===== src/rtl/seq_event_logger.sv =====
// -----------------------------------------------------------------------------
// seq_event_logger
//
// Timestamps detection pulses from an upstream serial sequence detector and
// queues the timestamps in a small FIFO for a downstream consumer.
//
// Ports
//   clk        in   1               rising-edge clock for all state
//   rst        in   1               asynchronous, active-low reset
//   det_in     in   1               detection pulse, sampled every rising edge
//   clr        in   1               synchronous clear of all logger state
//   evt_valid  out  1               FIFO head holds an event
//   evt_ready  in   1               consumer accepts the head event
//   evt_data   out  TS_W            timestamp of the head event (0 when empty)
//   evt_count  out  8               total det_in pulses seen, saturating at 255
//   overflow   out  1               sticky: at least one event was dropped
//   fifo_level out  $clog2(DEPTH)+1 number of occupied FIFO entries
//
// Handshake: an event transfers on a rising edge where evt_valid=1 and
// evt_ready=1. evt_valid never depends on evt_ready; once raised it stays high
// with evt_data stable until the transfer. evt_ready is ignored while empty.
// -----------------------------------------------------------------------------
module seq_event_logger #(
  parameter int TS_W  = 16,
  parameter int DEPTH = 4
) (
  input  logic                       clk,
  input  logic                       rst,
  input  logic                       det_in,
  input  logic                       clr,
  output logic                       evt_valid,
  input  logic                       evt_ready,
  output logic [TS_W-1:0]            evt_data,
  output logic [7:0]                 evt_count,
  output logic                       overflow,
  output logic [$clog2(DEPTH):0]     fifo_level
);

  localparam int AW    = $clog2(DEPTH);
  localparam int LVL_W = AW + 1;

  localparam logic [AW-1:0]    PTR_ONE = AW'(1);
  localparam logic [LVL_W-1:0] LVL_ONE = LVL_W'(1);
  localparam logic [LVL_W-1:0] LVL_MAX = LVL_W'(DEPTH);
  localparam logic [TS_W-1:0]  TS_ONE  = TS_W'(1);

  // Registered state
  logic [TS_W-1:0]  ts_q,     ts_d;
  logic [AW-1:0]    wr_ptr_q, wr_ptr_d;
  logic [AW-1:0]    rd_ptr_q, rd_ptr_d;
  logic [LVL_W-1:0] level_q,  level_d;
  logic [7:0]       cnt_q,    cnt_d;
  logic             ovf_q,    ovf_d;
  logic [TS_W-1:0]  mem_q [DEPTH];

  // Transfer qualifiers; clr overrides both push and pop in its cycle.
  logic push, pop, full, wr_en;

  always_comb begin
    full  = (level_q == LVL_MAX);
    push  = det_in & ~clr;
    pop   = (level_q != '0) & evt_ready & ~clr;
    // A full FIFO only accepts a new entry when the head leaves in the same edge.
    wr_en = push & (~full | pop);
  end

  // Next-state logic
  always_comb begin
    ts_d     = ts_q + TS_ONE;
    wr_ptr_d = wr_ptr_q;
    rd_ptr_d = rd_ptr_q;
    level_d  = level_q;
    cnt_d    = cnt_q;
    ovf_d    = ovf_q;

    if (clr) begin
      ts_d     = '0;
      wr_ptr_d = '0;
      rd_ptr_d = '0;
      level_d  = '0;
      cnt_d    = '0;
      ovf_d    = 1'b0;
    end else begin
      if (wr_en) wr_ptr_d = wr_ptr_q + PTR_ONE;
      if (pop)   rd_ptr_d = rd_ptr_q + PTR_ONE;

      if (wr_en && !pop)      level_d = level_q + LVL_ONE;
      else if (pop && !wr_en) level_d = level_q - LVL_ONE;

      // Every pulse is counted, including ones that end up dropped.
      if (push && cnt_q != 8'hFF) cnt_d = cnt_q + 8'd1;

      if (push && !wr_en) ovf_d = 1'b1;
    end
  end

  // State register
  always_ff @(posedge clk or negedge rst) begin
    if (!rst) begin
      ts_q     <= '0;
      wr_ptr_q <= '0;
      rd_ptr_q <= '0;
      level_q  <= '0;
      cnt_q    <= '0;
      ovf_q    <= 1'b0;
    end else begin
      ts_q     <= ts_d;
      wr_ptr_q <= wr_ptr_d;
      rd_ptr_q <= rd_ptr_d;
      level_q  <= level_d;
      cnt_q    <= cnt_d;
      ovf_q    <= ovf_d;
    end
  end

  // Storage is not reset; the level/pointers alone define what is valid.
  // The stored value is ts before this edge's increment.
  always_ff @(posedge clk) begin
    if (wr_en) mem_q[wr_ptr_q] <= ts_q;
  end

  // Outputs come only from registered state, never from det_in.
  always_comb begin
    evt_valid  = (level_q != '0);
    evt_data   = evt_valid ? mem_q[rd_ptr_q] : '0;
    evt_count  = cnt_q;
    overflow   = ovf_q;
    fifo_level = level_q;
  end

endmodule


===== config.mk =====
export PLATFORM = sky130hd
export DESIGN_NAME = seq_event_logger
export DESIGN_NICKNAME = d
export VERILOG_FILES = /design/src/rtl/seq_event_logger.sv
export SDC_FILE = /design/constraint.sdc
export NUM_CORES = 1
export LEC_CHECK = 0
export ABC_AREA = 1
export CAP_MARGIN = 10
export CORE_UTILIZATION = 40
export CTS_CLUSTER_SIZE = 12
export DETAILED_ROUTE_END_ITERATION = 16
export GPL_ROUTABILITY_DRIVEN = 1
export PLACE_DENSITY = 0.58
export SETUP_SLACK_MARGIN = 0.05
export SLEW_MARGIN = 20
export SYNTH_ARGS = -nofsm -noshare
export SYNTH_HDL_FRONTEND = slang
export SYNTH_SLANG_ARGS = --single-unit

===== constraint.sdc =====
create_clock -name clk -period 5.8 [get_ports clk]
set_clock_uncertainty 0.2 [all_clocks]
set_input_delay 0.87 -clock clk [delete_from_list [all_inputs] [get_ports clk]]
set_output_delay 0.87 -clock clk [all_outputs]
set_load 0.01 [all_outputs]

### Word level (Yosys, flattened, before mapping)

Memory sizes are Yosys's and may differ from the RTL's.
Index checks and enable logic that the tools add are counted.

| storage, ports and cells | value |
|---|---|
| latch bits | 0 |
| ROM bits | 0 |
| bits of input ports | 5 |
| memories | 1 |
| flip-flop bits (word level) | 32 |
| output and inout port bits | 29 |
| word-level logic and storage cells | 49 |
| bits in writable memories | 64 |

| operators by class | value |
|---|---|
| reductions and logical operators | 12 |
| shift-type cells | 0 |
| multiplexer cells | 15 |
| bitwise operators | 7 |
| divide/modulo/power cells | 0 |
| order comparisons | 0 |
| $add $sub $neg | 6 |
| multiply operators | 0 |
| equal/unequal tests | 2 |

Memories:

| memory | words | bits a word | read ports | clocked after Yosys merged registers in | write ports | RTL line | text |
|---|---|---|---|---|---|---|---|
| mem_q | 4 | 16 | 1 | 0 | 1 | 54 | `logic [TS_W-1:0] mem_q [DEPTH];` |

Operators by type and width:

| kind | count |
|---|---|
| $mux W16 | 2 |
| $add A16 B1 Y16 const B | 1 |
| $mux W8 | 2 |
| $mux W3 | 3 |
| $add A8 B1 Y8 const B | 1 |
| $mux W2 | 4 |
| $ne A8 B8 Y1 const B | 1 |
| $reduce_bool A2 Y1 | 4 |
| $reduce_bool A3 Y1 | 2 |
| $add A2 B1 Y2 const B | 2 |
| $and A1 B1 Y1 | 4 |
| $logic_and A1 B1 Y1 | 4 |
| $mux W1 | 4 |
| $add A3 B1 Y3 const B | 1 |
| $eq A3 B3 Y1 const B | 1 |
| $sub A3 B1 Y3 const B | 1 |
| $logic_not A1 Y1 | 2 |
| $not A1 Y1 | 2 |
| $or A1 B1 Y1 | 1 |

### Logic depth before layout (Yosys ltp)

Gate-level depths: netlist of the first run.

| logic depth | value |
|---|---|
| depth in word-level cells | 10 |
| depth in mapped cells | 15 |
| depth with buffers taken out | 15 |

### Worst setup path after synthesis of the first run

Ideal clock, no wire load.

| timing | value |
|---|---|
| kind | input to register |
| start point | input det_in |
| end point | memory mem_q[0][0], enable pin |
| path buffers | 0 |
| stages on the path | 4 |
| library setup time | 0.389 ns |
| data required time | 5.211 ns |
| path slack | 3.335 ns |
| arrival time | 1.876 ns |
| path through | inv_1 -> nor2_4 -> nand2_2 -> nor2_1 |

| between the ends | value |
|---|---|
| longest elaborated chain between the ends | 4 |

RTL lines:

| what | RTL line | text |
|---|---|---|
| start: declaration | 29 | `input logic det_in,` |
| $and A1 B1 Y1 | 61 | `push = det_in & ~clr;` |
| $and A1 B1 Y1 | 64 | `wr_en = push & (~full \| pop);` |
| $mux W1 | 119 | `if (wr_en) mem_q[wr_ptr_q] <= ts_q;` |
| $mux W1 (implied by the code) | 119 |  |
| end: declaration | 54 |  |

Every way passes these cells.

### Worst setup path after layout of the first run

| timing | value |
|---|---|
| start point | register rd_ptr_q[0] |
| end point | output evt_data[8] |

| between the ends | value |
|---|---|
| longest elaborated chain between the ends | 2 |

RTL lines:

| what | RTL line | text |
|---|---|---|
| start: declaration | 50 | `logic [AW-1:0] rd_ptr_q, rd_ptr_d;` |
| start signal: assignment | 109 | `rd_ptr_q <= rd_ptr_d;` |
| $mem_v2 Z4 W16 | -- |  |
| $mux W16 | 125 | `evt_data = evt_valid ? mem_q[rd_ptr_q] : '0;` |
| end: declaration | 33 | `output logic [TS_W-1:0] evt_data,` |

Every way passes these cells.

==> impl_metrics.env, run 1 <==
export IMPL_outcome="complete, no violations"
export IMPL_layout_cell_share_with_drive_strength_beyond_1_pct=8.94
export IMPL_area_contributors_post_synth="edfxtp_1, dfrtp_1, nor2_1, nand2_1, o21ai_0"
export IMPL_finish_net_count=477
export IMPL_via_per_inst=4.91
export IMPL_cts_clk_slew_worst_paths_ps=90
export IMPL_overflow=0
export IMPL_detailedRoute_firstIterationViolations=165
export IMPL_grt_pass1_vias=2893
export IMPL_cell_by_cell_listing_of_the_critical_path="buf_4, inv_1, o21ai_0, a21oi_1, clkdlybuf4s50_1"
export IMPL_pin_count=34
export IMPL_vdd_ir_drop_worst_v=0.000163
export IMPL_start_kind="flop"
export IMPL_quantity_of_gates_resized_following_cts=0
export IMPL_cp_top_family="buffers and inverters"
export IMPL_num_vias=2977
export IMPL_timing_critical_path_fanout_max=34
export IMPL_max_stage_delay_ps=680
export IMPL_worst_path_max_delay_cell="inv_1"
export IMPL_worst_hold_slack_ps=312
export IMPL_ys_types=29
export IMPL_worst_skew_pair_late_latency_ps=350
export IMPL_maxSlewViolCount=0
export IMPL_hp_class="flop to flop"
export IMPL_cts_inserted_buffers=9
export IMPL_yosys_warn_count=0
export IMPL_postRouteAntennaNets=0
export IMPL_clkPwrFrac_pct=25.0
export IMPL_count_of_buffers_added_by_post_cts_timing_repair_for_setup=0
export IMPL_setup_viol_count_final=0
export IMPL_finalWorstPathRequiredPeriod_ps=3740
export IMPL_regToRegSetupSlack_ps=3690
export IMPL_synth_fa_ha_area_share_pct=2.21
export IMPL_synth_yosys_seq_area_share_pct=63.3
export IMPL_post_layout_total_power_mw=1.70
export IMPL_cp_required_ps=4730
export IMPL_fin_setup_tns_ps=0
export IMPL_number_of_antenna_violations_at_the_first_check_in_global_routing=0
export IMPL_synth_xor_area_share_pct=1.02
export IMPL_drt_first_pass_iters=4
export IMPL_static_leakage_power_nw=1.92
export IMPL_final_cells=606
export IMPL_critical_path_n_buffers_inverters=3
export IMPL_netlist_area_leader_share_pct=44.7
export IMPL_holdPathStages=1
export IMPL_power_combinational_fraction_pct=28.4
export IMPL_cts_htree_levels=3
export IMPL_grt_setup_unrepaired="no"
export IMPL_tritoncts="built"
export IMPL_drt_drc_violations_left=0
export IMPL_io_buffers=33
export IMPL_post_cts_hold_buffer_count=0
export IMPL_place_detailed_hpwl_um=5600
export IMPL_die_w_um=106
export IMPL_sequentialPowerShare_pct=46.6
export IMPL_drt_total_wl_um=8690
export IMPL_gp_congestion=0.794
export IMPL_cell_internal_pwr_mw=1.18
export IMPL_cts_buffer_depth=2
export IMPL_cp_data_arrival_time_ps=2670
export IMPL_clk_root_buffer_cell="clkbuf_8"
export IMPL_globalRouteTotalUtil_pct=16.9
export IMPL_synthMuxAreaShare_pct=0
export IMPL_worstSetupPathType="flop to primary output"
export IMPL_yosys_register_bits=96
export IMPL_synthToLayoutAreaGrowth_pct=15.4
export IMPL_worst_slew_pin_transition_ps=862
export IMPL_rows=37
export IMPL_postSynthNetCount=442
export IMPL_cap_viol_max_count=0
export IMPL_maximum_number_of_pins_on_one_net_before_global_route_repair=35
export IMPL_die_area_um2=11200
export IMPL_netSwitchingFraction_pct=30.9
export IMPL_worstSetupPathDepth=5
export IMPL_post_place_cells=590
export IMPL_period_utilisation_layout_pct=64.5
export IMPL_synth_simple_gate_area_share_pct=19.5
export IMPL_end_kind="primary output"
export IMPL_relSlewSlack_pct=42.5
export IMPL_syn_instance_count=430
export IMPL_routedWlPerCell_um=14.3
export IMPL_dieHeight_um=106
export IMPL_syn_area_per_cell_um2=10.0
export IMPL_rr_worst_depth=13
export IMPL_total_switching_power_mw=0.525
export IMPL_placeableCoreArea_um2=10400
export IMPL_post_layout_utilization_of_the_core_pct=47.9
export IMPL_netlist_area_um2=4300
export IMPL_starting_density_pct=41.5
export IMPL_synth_compound_area_share_pct=8.75
export IMPL_cellPowerDensity_nw_per_um2=343
export IMPL_report_final_hold_viol_count=0
export IMPL_diode_count=0
export IMPL_dominant_combinational_cell_family_by_area_after_synthesis="simple AND/OR/NAND/NOR gates"
export IMPL_clkSinkCount=96
export IMPL_max_freq_mhz=267
export IMPL_synth_area_leader_cell="edfxtp_1"
export IMPL_wire_length_of_the_first_global_routing_pass_um=14500
==> power by group through the flow <==
stage / combinational [mW] / sequential (mW) / clock [mW]
4_1_cts: 0.493 / 0.793 / 0.437
6_report: 0.484 / 0.792 / 0.425
5_1_grt: 0.541 / 0.798 / 0.460
2_1_floorplan: 0.273 / 0.802 / 0
3_3_place_gp: 0.488 / 0.807 / 0
3_5_place_dp: 0.491 / 0.808 / 0
==> state kept, by name, indices dropped and copies added, names as in the netlist <==
register and cells:
evt_count 8, fifo_level 3, mem_q 64, overflow 1, rd_ptr_q 2, ts_q 16
wr_ptr_q 2
==> cells in the mapped netlist <==
master,count
inv_2,7
or2_2,1
buf_2,10
o21a_1,1
xor2_1,3
clkbuf_1,2
o2bb2ai_1,1
nand4_1,9
nand3_2,2
clkbuf_2,2
nand2_2,5
nand2_1,57
nand3_1,14
ha_1,6
nor3_1,2
fa_1,1
xnor2_1,2
nor2_1,92
inv_1,35
edfxtp_1,64
o21ai_1,4
nor3_2,2
nor3b_1,1
a21oi_1,26
nor2_2,3
and2_1,1
nor2_4,3
o21ai_0,42
dfrtp_1,32
==> routing by layer <==
metal	track usage, %	up-vias	share of wire [%]
met5	0	-	0
met4	5.65	0	1.2
met3	3.40	7	3.1
met2	27.7	58	47
met1	22.5	1407	49
li1	-	1505	-
==> metrics by stage <==
step / setup slack [ps] / area, µm²
final: 2060 / 4960
after global routing: 1790 / 4960
after CTS: 1980 / 4960
after detailed placement: 2130 / 4780
after global placement: 1880 / 4770
after floorplan: 3340 / 4300
==> path summary, 6_finish.rpt <==
check,from,to
min in group asynchronous,rst,evt_count[3]
setup / recovery,rd_ptr_q[0],evt_data[8]
setup reg to reg,fifo_level[1],fifo_level[2]
hold / removal,overflow,overflow
hold reg to reg,overflow,overflow
max in group asynchronous,rst,ts_q[4]
==> cell usage in the layout (no fill, tap or decap), types with 2 or more instances in the layout <==
master           Yosys  layout
clkbuf_8             0       9
inv_2                7       7
o21ai_0             42      42
buf_4                0       5
clkinv_1             0       2
nor3_1               2       2
nor2_4               3       3
edfxtp_1            64      64
nand3_1             14      14
o21ai_1              4       4
nand3_2              2       2
nand4_1              9       9
nor2_2               3       4
xor2_1               3       3
inv_1               35      35
ha_1                 6       6
nand2_2              5       5
xnor2_1              2       2
nor2_1              92      91
nand2_1             57      57
a21oi_1             26      26
clkdlybuf4s50_1      0      33
dfrtp_1             32      32
nor3_2               2       2
==> cell families (layout without fill, tap and decap cells) <==
kind of cell    after synthesis  count (layout)
simple gates                192             192
flops                        96              96
xor+xnor                      5               5
compound gates               74              74
fa+ha+maj                     7               7
buf+inv                      56              96
==> final cells by class <==
cell class | count | area (µm²)
Timing Repair Buffer | 38 | 368
Clock buffer | 10 | 128
Inverter | 42 | 158
Fill cell | 994 | 5410
Clock inverter | 6 | 60.1
Sequential cell | 96 | 2720
Tap cell | 136 | 170
Multi-Input combinational cell | 278 | 1360
(Power assumes the default switching activity.)
==> run 2: changes to the inputs <==
- PLACE_DENSITY: 0.58 -> 0.61
- clock period: 5.8 -> 3.4 ns (I/O delays scaled with it)
==> run 2 against run 1 <==
  * Final cell count grew 0.99%
  * Register-to-register slack got worse by 2500 ps
  * Worst hold slack lost 11 ps
  * Wire length rose by 5.3%
  * Count of clock-buffer cells in the layout did not move
  * Critical path type unchanged
  * Critical endpoint is now evt_data[1]
==> impl_metrics.env, run 2 (synthesis results as in run 1) <==
export IMPL_drt_drc_violations_left=0
export IMPL_rows=37
export IMPL_layout_commonest_cell="nor2_1"
export IMPL_routedWlPerCell_um=15.0
export IMPL_synthToLayoutAreaGrowth_pct=17.9
export IMPL_largest_register_ff_count=64
export IMPL_num_vias=3039
export IMPL_io_buffers=33
export IMPL_finalWorstPathRequiredPeriod_ps=2790
export IMPL_post_layout_utilization_of_the_core_pct=48.9
export IMPL_hp_class="flop to flop"
export IMPL_vdd_ir_drop_worst_v=0.000370
export IMPL_cellPowerDensity_nw_per_um2=613
export IMPL_preCtsSetupSlack_ps=561
export IMPL_die_w_um=106
export IMPL_clkSinkCount=96
export IMPL_pin_count=34
export IMPL_cap_viol_max_count=0
export IMPL_relSlewSlack_pct=66.1
export IMPL_mostFrequentLayoutCells="nor2_1, edfxtp_1, nand2_1, o21ai_0, inv_1"
export IMPL_cp_data_arrival_time_ps=2080
export IMPL_maximum_number_of_pins_on_one_net_before_global_route_repair=34
export IMPL_diode_count=0
export IMPL_number_of_antenna_violations_at_the_first_check_in_global_routing=0
export IMPL_final_cells=612
export IMPL_detailedRoute_firstIterationViolations=135
export IMPL_post_dp_cell_area_um2=4830
export IMPL_report_final_hold_viol_count=0
export IMPL_static_leakage_power_nw=1.97
export IMPL_finish_net_count=483
export IMPL_grt_setup_unrepaired="no"
export IMPL_setup_ws_ps=608
export IMPL_postRouteAntennaNets=0
export IMPL_regMostFlops="mem_q"
export IMPL_outcome="complete, no violations"
export IMPL_timing_critical_path_fanout_max=33
export IMPL_cts_inserted_buffers=9
export IMPL_setup_viol_count_final=0
export IMPL_via_per_inst=4.97
export IMPL_clk_root_buffer_cell="clkbuf_8"
export IMPL_place_detailed_hpwl_um=5820
export IMPL_globalRouteTotalUtil_pct=17.6
export IMPL_maxSlewViolCount=0
export IMPL_gp_congestion=0.830
export IMPL_worstSetupPathType="flop to primary output"
export IMPL_cts_buffer_depth=2
export IMPL_overflow=0
export IMPL_post_place_cells=596
export IMPL_cts_htree_levels=3
export IMPL_max_freq_mhz=358
export IMPL_drt_first_pass_iters=4
export IMPL_end_kind="primary output"
export IMPL_post_layout_total_power_mw=3.11
export IMPL_wire_length_of_the_first_global_routing_pass_um=15100
export IMPL_stdcell_area_um2=5070
export IMPL_layout_cell_share_with_drive_strength_beyond_1_pct=10.3
export IMPL_worst_skew_pair_late_latency_ps=360
export IMPL_quantity_of_gates_resized_following_cts=0
export IMPL_starting_density_pct=41.5
export IMPL_grt_pass1_vias=3010
export IMPL_count_of_buffers_added_by_post_cts_timing_repair_for_setup=0
export IMPL_worst_slew_pin_transition_ps=507
export IMPL_drt_total_wl_um=9150
export IMPL_period_utilisation_layout_pct=82.1
export IMPL_fin_setup_tns_ps=0
export IMPL_tritoncts="built"
export IMPL_dieHeight_um=106
export IMPL_cts_clk_slew_worst_paths_ps=90
export IMPL_die_area_um2=11200
export IMPL_placeableCoreArea_um2=10400
export IMPL_post_cts_hold_buffer_count=0
export IMPL_cp_required_ps=2690
export IMPL_worst_hold_slack_ps=302
export IMPL_start_kind="flop"
-- run 2: changes by cell type in the layout (fill, tap and decap cells not counted) --
cell / previous run / this run
buf_12: 0 / 1
buf_4: 5 / 10
bufinv_16: 1 / 3
clkinv_1: 2 / 0
clkinv_2: 1 / 0
clkinvlp_4: 0 / 1
nor2_1: 91 / 92
nor2_2: 4 / 3
-- run 2: path summary, 6_finish.rpt --
| path | from | cells after the start | end | slack (ps) |
|---|---|---|---|---|
| setup / recovery | rd_ptr_q[0] | 6 | evt_data[1] | 610 |
| setup reg to reg | fifo_level[0] | 13 | fifo_level[2] | 1240 |
| max in group asynchronous | rst | 2 | ts_q[6] | 2330 |
| hold / removal | overflow | 1 | overflow | 300 |
| min in group asynchronous | rst | 2 | ts_q[12] | 350 |
| hold reg to reg | overflow | 1 | overflow | 300 |
-- run 2: per-layer routing --
metal  global-route usage [%]  share of wire [%]
met5                        0                  0
met4                     6.45                1.8
met3                     3.46                3.3
met2                     27.9                 46
met1                     23.9                 49
-- run 2: cell type report --
cell class | instances | area [µm²]
clock buffer | 10 | 128
clock inverter | 6 | 115
fill | 969 | 5300
inverter | 42 | 158
multi-input combinational | 278 | 1360
sequential | 96 | 2720
tap | 136 | 170
timing repair buffer | 44 | 425
-- run 2: report_power, final --
part / total (mW) / internal, mW / leakage, nW / switching, mW
combinational: 0.868 / 0.382 / 0.812 / 0.486
clock: 0.897 / 0.493 / 0.117 / 0.404
sequential: 1.34 / 1.30 / 1.04 / 0.0428
total: 3.11 / 2.18 / 1.97 / 0.933
-- run 2: critical path: stages, from the launching register on --
cell,delay [ps]
dfrtp_1,350
buf_4,360
nor2_1,90
nor2_1,80
o21ai_0,80
a21oi_1,200
clkdlybuf4s50_1,560
==> run 3: changes to the inputs <==
- clock period: 3.4 -> 2.4 ns (I/O delays scaled with it)
==> run 3 against run 2 <==
  * Via count increased by 0.86%
  * Non-clock buffer count increased by 9
  * Final area rose by 0.44%
  * Highest routed layer unchanged
  * Count of clock-buffer cells in the layout fell by 1
  * Clock power is 19% higher
  * Final cell count up 1.5%
  * Total power rose by 33%
  * First-iteration DRC count increased by 39%
  * Die area unchanged
  * Sequential cell count unchanged
==> impl_metrics.env, run 3 (synthesis results as in run 1) <==
export IMPL_outcome="complete, no violations"
export IMPL_synthToLayoutAreaGrowth_pct=18.4
export IMPL_die_area_um2=11200
export IMPL_io_buffers=33
export IMPL_routedWlPerCell_um=14.6
export IMPL_worst_skew_pair_late_latency_ps=350
export IMPL_rows=37
export IMPL_static_leakage_power_nw=2.04
export IMPL_wire_length_of_the_first_global_routing_pass_um=15200
export IMPL_report_final_hold_viol_count=0
export IMPL_final_cells=621
export IMPL_drt_drc_violations_left=0
export IMPL_clkSinkCount=96
export IMPL_finalWorstPathRequiredPeriod_ps=2220
export IMPL_finish_net_count=492
export IMPL_top_usage_layer="met2"
export IMPL_count_of_buffers_added_by_post_cts_timing_repair_for_setup=0
export IMPL_starting_density_pct=41.5
export IMPL_cp_top_family="buffers and inverters"
export IMPL_clkPwrFrac_pct=25.7
export IMPL_max_freq_mhz=451
export IMPL_drt_first_pass_iters=6
export IMPL_cell_by_cell_listing_of_the_critical_path="buf_12, nor2_1, nor2_1, o21ai_0, a21oi_1, dlygate4sd2_1"
export IMPL_place_detailed_hpwl_um=5840
export IMPL_dieHeight_um=106
export IMPL_gr_usage_met1_pct=23.1
export IMPL_gp_congestion=0.860
export IMPL_worst_slew_pin_transition_ps=433
export IMPL_layout_commonest_cell="nor2_1"
export IMPL_end_kind="primary output"
export IMPL_globalRouteTotalUtil_pct=17.9
export IMPL_post_layout_utilization_of_the_core_pct=49.1
export IMPL_start_kind="flop"
export IMPL_num_vias=3065
export IMPL_global_route_usage_met2_pct=30.4
export IMPL_diode_count=0
export IMPL_period_utilisation_layout_pct=92.4
export IMPL_cap_viol_max_count=0
export IMPL_critical_path_n_buffers_inverters=2
export IMPL_sequentialPowerShare_pct=46.0
export IMPL_mostFrequentLayoutCells="nor2_1, edfxtp_1, nand2_1, o21ai_0, inv_1"
export IMPL_regToRegSetupSlack_ps=280
export IMPL_reg2reg_from="fifo_level[2]"
export IMPL_cpMostUsedCell="nor2_1"
export IMPL_hp_class="input port to asynchronous set/reset pin"
export IMPL_regMostFlops="mem_q"
export IMPL_setup_viol_count_final=0
export IMPL_detailedRoute_firstIterationViolations=188
export IMPL_number_of_antenna_violations_at_the_first_check_in_global_routing=0
export IMPL_cts_htree_levels=3
export IMPL_n_fill_cell=978
export IMPL_cts_clk_slew_worst_paths_ps=90
export IMPL_postRouteAntennaNets=0
export IMPL_max_stage_delay_ps=400
export IMPL_tritoncts="built"
export IMPL_grt_setup_unrepaired="no"
export IMPL_timing_critical_path_fanout_max=33
export IMPL_cellPowerDensity_nw_per_um2=814
export IMPL_post_cts_hold_buffer_count=0
export IMPL_worst_path_max_delay_cell="dfrtp_1"
export IMPL_total_switching_power_mw=1.34
export IMPL_clk_root_buffer_cell="clkbuf_8"
export IMPL_layout_cell_share_with_drive_strength_beyond_1_pct=13.2
export IMPL_grt_pass1_vias=3053
export IMPL_setup_ws_ps=182
export IMPL_cts_inserted_buffers=9
export IMPL_post_place_cells=605
export IMPL_worstSetupPathType="flop to primary output"
export IMPL_worst_hold_slack_ps=207
export IMPL_crit_reg2reg_capture="fifo_level[2]"
export IMPL_post_layout_total_power_mw=4.15
export IMPL_power_combinational_fraction_pct=28.3
export IMPL_via_per_inst=4.94
export IMPL_pin_count=34
export IMPL_cts_buffer_depth=2
export IMPL_die_w_um=106
export IMPL_drt_total_wl_um=9050
export IMPL_netSwitchingFraction_pct=32.3
export IMPL_placeableCoreArea_um2=10400
export IMPL_global_route_usage_met3_pct=2.78
export IMPL_largest_register_ff_count=64
export IMPL_maximum_number_of_pins_on_one_net_before_global_route_repair=34
export IMPL_cp_required_ps=1840
export IMPL_preCtsSetupSlack_ps=-5.95
export IMPL_cell_internal_pwr_mw=2.81
export IMPL_maxSlewViolCount=0
export IMPL_relSlewSlack_pct=71.1
export IMPL_vdd_ir_drop_worst_v=0.000582
export IMPL_overflow=0
export IMPL_cp_data_arrival_time_ps=1660
export IMPL_rr_worst_depth=14
==> run 3: changes by cell type in the layout (fill, tap and decap cells not counted), moves of 2 or more <==
cell and change:
dlygate4sd2_1 +10, bufinv_16 -2, buf_4 +7, inv_2 -2, clkdlybuf4s50_1 -16, clkbuf_2 +5, buf_12 +2, inv_6 +2
==> run 3: worst reg2reg max path, cell delays in order, from the launching register on <==
cell	delay, ps
dfrtp_1	460
inv_2	60
nand2_2	160
nand2_2	120
nand3_2	90
inv_1	50
fa_1	380
inv_1	70
nand2_1	40
nand2_1	100
nand4_1	110
nand2_1	70
inv_1	40
nand2_1	40
nand2_1	40
==> run 3: worst max path at each step <==
stage | startpoint | to | slack, ps | cells past startpoint
floorplan | fifo_level[1] | fifo_level[2] | 390 | 13
global placement | clr | fifo_level[2] | 70 | 15
detailed placement | clr | fifo_level[2] | -6 | 15
CTS | rd_ptr_q[1] | evt_data[13] | 110 | 5
global route | rd_ptr_q[0] | evt_data[3] | 60 | 6
finish | rd_ptr_q[0] | evt_data[0] | 180 | 6
==> run 3: stage by stage <==
step / setup TNS, ps / cell area, µm²
6_report: 0 / 5100
5_1_grt: 0 / 5100
4_1_cts: 0 / 5110
3_5_place_dp: -5.95 / 4920
2_1_floorplan: 0 / 4300
3_3_place_gp: 0 / 4920
==> run 3: layout make-up <==
type | count | area (µm²) | area share (%)
well taps | 136 | 170 | 3.34
multi-input cells | 278 | 1360 | 26.6
clock buffers | 9 | 124 | 2.43
repair buffers | 53 | 480 | 9.43
flip-flops and latches | 96 | 2720 | 53.4
inverters | 42 | 165 | 3.24
clock inverters | 7 | 78.8 | 1.55
==> run 3: what timing repair did <==
item	CTS	global route
setup endpoints to repair	16	10
hold endpoints to repair	0	0
resized for setup	17	14
==> run 3: power by group through the flow <==
stage	clock network, mW	registers [mW]	logic (mW)
floorplan	0	1.94	0.661
global placement	0	1.94	1.29
detailed placement	0	1.94	1.30
CTS	1.10	1.91	1.20
global route	1.16	1.92	1.33
finish	1.07	1.91	1.17
==> run 3: per-layer routing <==
layer	vias to the layer above	share of wire, %	routed length [µm]
met5	-	0	0
met4	0	0.88	80
met3	6	3.7	336
met2	55	49	4420
met1	1475	47	4210
li1	1529	-	-
